`src/rtl/l2_port_arbiter_pkg.sv`:
```
// -----------------------------------------------------------------------------
// lc3b_types (L2 port arbiter slice)
// Shared types for the L2 line-port arbiter.
//   lc3b_word   : 16-bit address word
//   lc3b_c_line : 128-bit cache line
//   arb_state_t : arbiter FSM states (IDLE, SERVE_I, SERVE_D, RELEASE)
//   arb_req_t   : requester identity (REQ_I, REQ_D)
// -----------------------------------------------------------------------------
package lc3b_types;

  typedef logic [15:0]  lc3b_word;
  typedef logic [127:0] lc3b_c_line;

  typedef enum logic [1:0] {
    IDLE    = 2'd0,
    SERVE_I = 2'd1,
    SERVE_D = 2'd2,
    RELEASE = 2'd3
  } arb_state_t;

  typedef enum logic {
    REQ_I = 1'b0,
    REQ_D = 1'b1
  } arb_req_t;

endpackage

```
`src/rtl/l2_port_arbiter_mux.sv`:
```
// -----------------------------------------------------------------------------
// l2_port_arbiter_mux
// Combinational downstream mux: drives the memory request fields from the
// granted requester, or all-zero when nothing is granted.
// Ports:
//   grant_en, grant_sel             : grant valid and granted requester
//   i_strobe, i_addr                : I-side request (always a read)
//   d_strobe, d_write, d_addr, d_wdata : D-side request
//   mem_strobe, mem_write, mem_addr, mem_wdata : downstream request
// -----------------------------------------------------------------------------
module l2_port_arbiter_mux
  import lc3b_types::*;
#(
  parameter int ADDR_W = 16,
  parameter int LINE_W = 128
) (
  input  logic              grant_en,
  input  arb_req_t          grant_sel,
  input  logic              i_strobe,
  input  logic [ADDR_W-1:0] i_addr,
  input  logic              d_strobe,
  input  logic              d_write,
  input  logic [ADDR_W-1:0] d_addr,
  input  logic [LINE_W-1:0] d_wdata,
  output logic              mem_strobe,
  output logic              mem_write,
  output logic [ADDR_W-1:0] mem_addr,
  output logic [LINE_W-1:0] mem_wdata
);

  always_comb begin
    mem_strobe = 1'b0;
    mem_write  = 1'b0;
    mem_addr   = '0;
    mem_wdata  = '0;
    if (grant_en) begin
      if (grant_sel == REQ_D) begin
        mem_strobe = d_strobe;
        mem_write  = d_write;
        mem_addr   = d_addr;
        mem_wdata  = d_wdata;
      end else begin
        // The I-side only ever reads; write data stays zero.
        mem_strobe = i_strobe;
        mem_addr   = i_addr;
      end
    end
  end

endmodule

```
`src/rtl/l2_port_arbiter.sv`:
```
// -----------------------------------------------------------------------------
// l2_port_arbiter
// Shares the single L2 line port between the I-cache miss path and the D-side
// (D-cache behind its eviction buffer). One transaction at a time; the grant
// is locked until mem_resp, followed by a one-cycle RELEASE gap so a stale
// requester strobe in the cycle after resp is never re-arbitrated.
//
// Handshake (all three ports): strobe is held by the requester until resp;
// resp is a one-cycle completion pulse; read data is valid only with resp.
//
// Optional feature: define L2_ARB_ROUND_ROBIN_EN to replace fixed D-over-I
// priority with round-robin on simultaneous requests (rr_last register).
//
// Ports:
//   clk, rst_n                      : clock, asynchronous active-low reset
//   i_strobe, i_addr, i_rdata, i_resp : I-side request/response
//   d_strobe, d_write, d_addr, d_wdata, d_rdata, d_resp : D-side
//   mem_strobe, mem_write, mem_addr, mem_wdata, mem_rdata, mem_resp : L2
//   state                           : current FSM state (debug)
// -----------------------------------------------------------------------------
module l2_port_arbiter
  import lc3b_types::*;
#(
  parameter int ADDR_W = 16,
  parameter int LINE_W = 128
) (
  input  logic              clk,
  input  logic              rst_n,
  input  logic              i_strobe,
  input  logic [ADDR_W-1:0] i_addr,
  output logic [LINE_W-1:0] i_rdata,
  output logic              i_resp,
  input  logic              d_strobe,
  input  logic              d_write,
  input  logic [ADDR_W-1:0] d_addr,
  input  logic [LINE_W-1:0] d_wdata,
  output logic [LINE_W-1:0] d_rdata,
  output logic              d_resp,
  output logic              mem_strobe,
  output logic              mem_write,
  output logic [ADDR_W-1:0] mem_addr,
  output logic [LINE_W-1:0] mem_wdata,
  input  logic [LINE_W-1:0] mem_rdata,
  input  logic              mem_resp,
  output arb_state_t        state
);

  arb_state_t state_q, state_d;
  logic       pick_d;
  logic       grant_en;
  arb_req_t   grant_sel;

`ifdef L2_ARB_ROUND_ROBIN_EN
  // Last requester granted; simultaneous requests go to the other one.
  arb_req_t rr_last;

  always_ff @(posedge clk or negedge rst_n) begin
    if (!rst_n) begin
      rr_last <= REQ_I;
    end else if (state_q == IDLE && state_d == SERVE_D) begin
      rr_last <= REQ_D;
    end else if (state_q == IDLE && state_d == SERVE_I) begin
      rr_last <= REQ_I;
    end
  end

  assign pick_d = d_strobe && (!i_strobe || (rr_last == REQ_I));
`else
  // Fixed D-over-I priority; the eviction buffer bounds D traffic.
  assign pick_d = d_strobe;
`endif

  always_ff @(posedge clk or negedge rst_n) begin
    if (!rst_n) begin
      state_q <= IDLE;
    end else begin
      state_q <= state_d;
    end
  end

  always_comb begin
    state_d = state_q;
    case (state_q)
      IDLE: begin
        if (pick_d) begin
          state_d = SERVE_D;
        end else if (i_strobe) begin
          state_d = SERVE_I;
        end
      end
      // Grant stays locked until mem_resp even if the strobe drops early.
      SERVE_I, SERVE_D: begin
        if (mem_resp) begin
          state_d = RELEASE;
        end
      end
      RELEASE: state_d = IDLE;
      default: state_d = IDLE;
    endcase
  end

  assign grant_en  = (state_q == SERVE_I) || (state_q == SERVE_D);
  assign grant_sel = (state_q == SERVE_D) ? REQ_D : REQ_I;

  // mem_resp outside a SERVE state is ignored.
  assign i_resp  = (state_q == SERVE_I) && mem_resp;
  assign d_resp  = (state_q == SERVE_D) && mem_resp;
  assign i_rdata = mem_rdata;
  assign d_rdata = mem_rdata;
  assign state   = state_q;

  l2_port_arbiter_mux #(
    .ADDR_W(ADDR_W),
    .LINE_W(LINE_W)
  ) u_mux (
    .grant_en  (grant_en),
    .grant_sel (grant_sel),
    .i_strobe  (i_strobe),
    .i_addr    (i_addr),
    .d_strobe  (d_strobe),
    .d_write   (d_write),
    .d_addr    (d_addr),
    .d_wdata   (d_wdata),
    .mem_strobe(mem_strobe),
    .mem_write (mem_write),
    .mem_addr  (mem_addr),
    .mem_wdata (mem_wdata)
  );

endmodule

```
`config.mk`:
```
export PLATFORM = sky130hd
export DESIGN_NAME = l2_port_arbiter
export DESIGN_NICKNAME = d
export VERILOG_FILES = /design/src/rtl/l2_port_arbiter_pkg.sv /design/src/rtl/l2_port_arbiter_mux.sv /design/src/rtl/l2_port_arbiter.sv
export SDC_FILE = /design/constraint.sdc
export NUM_CORES = 1
export LEC_CHECK = 0
export ABC_AREA = 1
export CAP_MARGIN = 15
export CELL_PAD_IN_SITES_DETAIL_PLACEMENT = 1
export CELL_PAD_IN_SITES_GLOBAL_PLACEMENT = 1
export CORE_AREA = 3 3 269 271
export DETAILED_ROUTE_END_ITERATION = 12
export DIE_AREA = 0 0 272 274
export PLACE_DENSITY_LB_ADDON = 0.1
export SYNTH_ARGS = -nofsm -noshare
export SYNTH_HDL_FRONTEND = slang
export SYNTH_SLANG_ARGS = --single-unit
```
`constraint.sdc`:
```
create_clock -name clk -period 1.4 [get_ports clk]
set_input_delay 0.21 -clock clk [delete_from_list [all_inputs] [get_ports clk]]
set_output_delay 0.21 -clock clk [all_outputs]
set_load 0.05 [all_outputs]
```
==> metrics.md <==
| Metric | Value |
|---|---|
| Crit path kind | flip-flop to output pin |
| Die area | 0.0745 mm^2 |
| Remaining DRCs | 0 |
| Run status | complete, but fails checks |
| H-tree depth | 1 |
| DR WL/cell | 14.4 um |
| EDFF count, synth | 0 |
| Fin cells | 1655 |
| Sw Ratio | 0.534 |
| Rows | 97 |
| Sw power | 0.0104 W |
| Tmin final | 1.84 ns |
| Largest net degree at the start of global routing | 17 |
| Total grt overflow | 0 |
| Vias per cell | 2.28 |
| Number of nets in the layout | 1015 |
| Initial antenna violation count | 3 |
| Failing checks | setup timing |
| Post-DRT Antenna Nets | 0 |
| GP Congestion | 0.739 |
| R2R cell count | 7 |
| Slew HR | 0.787 |
| Initial Util | 0.0491 |
| Reg clk slew, reported paths | 0.03 ns |
| Hold Path Class | input pin to asynchronous set/reset pin |
| DRC marker count from the first detailed-route iteration | 33 |
| Clock Latency Late Sink | 0.22 ns |
| P per Cell Area | 2140 mW/mm^2 |
| Yosys reg bits | 2 |
| Total wire length | 23.9 mm |
| Total Power | 0.0196 W |
| Root Driver | clkbuf_16 |
| Core Region | 0.0700 mm^2 |
| Reg power frac | 0.007 |
| WP data arrival | 1.63 ns |
| Post-Syn Instances | 615 |
| Cts-stage hold buffer count | 0 |
| Endpoint class of the critical path | output pin |
| Final Hold Fails | 0 |
| R2R Path End | state[0]$_DFFE_PN0P_ |
| Max reg flops | 2 |
| Static Leak | 4.19 nW |
| CTS tree | built |
| Vert. Die Dim | 274 um |
| PnR worst setup slack | -0.441 ns |
| PortBufs | 315 |
| Worst R2R Start | state[1]$_DFFE_PN0P_ |
| Area delta synth->final | 166% |
| Global-route wire length before repair | 31.9 mm |
| Final setup vio count | 148 |
| Final worst path period share | 1.31 |
| Setup crit start | state[1]$_DFFE_PN0P_ |
| IO Pins | 700 |
| CTS Buf Count | 3 |
| Max Cap Viol | 0 |
| Clk pwr share | 0.022 |
| Top FF cell, synth | dfrtp_1 |
| Vias in the first global route | 4098 |
| Startpoint Class | flip-flop |
| Asr flop ratio synth | 1.00 |
| Crit-path max FO | 8 |
| Peak supply drop | 1.11 mV |
| Clock Tree Buf Depth | 2 |
| Drt first pass iters | 4 |
| DP Cell Count | 1622 |
| # clock sinks | 2 |
| Die width | 272 um |
| Mapped Nets | 914 |
| Post-synthesis cell area | 0.00344 mm^2 |
| Cell variety after synth | 13 |
| Register area share after synthesis | 0.0146 |
| Part of the power in combinational logic | 0.971 |
| Synth top area share | 0.583 |
| Cell taking the most area after synthesis | buf_4 |
| Max-slew violations | 0 |
| FMAX | 543 MHz |
| Layout cells sized above 1 | 0.679 |
| Worst-margin pin slew | 0.316 ns |
| GRT Total Usage | 0.0594 |
| Top post-synthesis cells by area | buf_4, nand2_1, inv_1 |
| Int Pwr | 0.00912 W |
| Synth Area per Inst | 5.59 um^2 |
| Vias post-DR | 3770 |
| Post-DP HPWL | 20.1 mm |
| YS warnings | 0 |
| R2R setup slack | 0.03 ns |
| Clock skew | 0.00114 ns |
| Unrepaired setup endpoints after global routing | true |
| Required time of the critical path | 1.19 ns |
## through the flow
stage | util | setup TNS (ns) | area, um^2 | setup WS, ns | hold slack [ns]
final | 0.131 | -51.85 | 9140 | -0.441 | 0.164
after global routing | 0.130 | -63.06 | 9140 | -0.512 | 0.171
after CTS | 0.123 | -61.63 | 8640 | -0.493 | 0.161
after detailed placement | 0.110 | -28.17 | 7670 | -0.306 | 0.392
after global placement | 0.110 | -26.03 | 7670 | -0.292 | 0.388
after floorplan | - | -39.58 | 3700 | -0.331 | -0.0856
## cells in the mapped netlist, types with 2 or more instances
master,count
buf_2,7
buf_4,267
dfrtp_1,2
ha_1,5
inv_1,136
nand2_1,143
nand3_1,2
nor2_1,33
o21ai_0,11
o21ai_1,6
## power groups by stage
| stage | combinational [W] | clock, W | sequential, W |
|---|---|---|---|
| finish | 0.0190 | 0.000427 | 0.000136 |
| global route | 0.0201 | 0.000437 | 0.000141 |
| CTS | 0.0184 | 0.000435 | 0.000138 |
| detailed placement | 0.0160 | 0 | 0.000135 |
| global placement | 0.0161 | 0 | 0.000133 |
| floorplan | 0.00979 | 0 | 0.000229 |
## worst max-delay path, cell delays in order (launching register included)
cell	delay, ns
dfrtp_2	0.44
ha_4	0.20
buf_12	0.14
buf_16	0.15
buf_12	0.15
nand2_2	0.07
clkinvlp_4	0.09
buf_12	0.15
## cells by family after synthesis
kind of cell,Yosys count,synth area share
buffers and inverters,412,0.746
adders and majority gates,5,0.0182
AOI/OAI and AO/OA,18,0.0262
DFF,2,0.0146
and+or+nand+nor,178,0.195
## layout make-up
type	instances	area (um^2)
well taps	940	1180
multi-input cells	201	1750
repair buffers	371	5380
inverters	137	698
clock buffers	3	75.1
flip-flops and latches	2	52.6
diodes	1	2.50
fillers	8194	60900
## layout by cell type (no fill, tap or decap)
cell type / instances
clkdlybuf4s50_1: 165
clkinvlp_4: 13
nand2_2: 18
diode_2: 1
ha_4: 2
ha_2: 1
clkbuf_16: 4
dfrtp_2: 2
nand3_1: 2
o21ai_1: 6
buf_6: 22
buf_4: 18
inv_4: 51
nor2_1: 3
buf_8: 2
o21ai_0: 1
a21oi_4: 1
nor2_4: 16
nand2_4: 87
o21ai_2: 10
inv_2: 60
inv_1: 12
ha_1: 2
buf_16: 4
inv_8: 1
nor2_2: 14
buf_12: 159
nand2_1: 38
## worst max-delay path by stage
stage                     to  slack [ns]  cells after the start
2_1_floorplan   mem_addr[10]       -0.33                      6
3_3_place_gp   mem_wdata[69]       -0.29                      7
3_5_place_dp   mem_wdata[69]       -0.31                      7
4_1_cts        mem_wdata[24]       -0.49                      7
5_1_grt        mem_wdata[24]       -0.51                      8
6_report       mem_wdata[24]       -0.44                      7
## metal layers
layer	wire length, um	up-vias	part of all wire	global-route usage
li1	-	1665	-	-
met1	8810	1581	0.37	0.0644
met2	9410	501	0.39	0.0811
met3	5410	17	0.23	0.0635
met4	129	6	0.0054	0.00508
met5	89	-	0.0037	0.00789
## repair_timing
item | in CTS | in global routing
pin swaps | 1 | 1
cloned | 5 | 1
gates resized for setup | 248 | 177
endpoints found under the hold margin | 0 | 0
setup buffers | 19 | 13
endpoints found under the setup margin | 150 | 150
(Power assumes the default switching activity.)
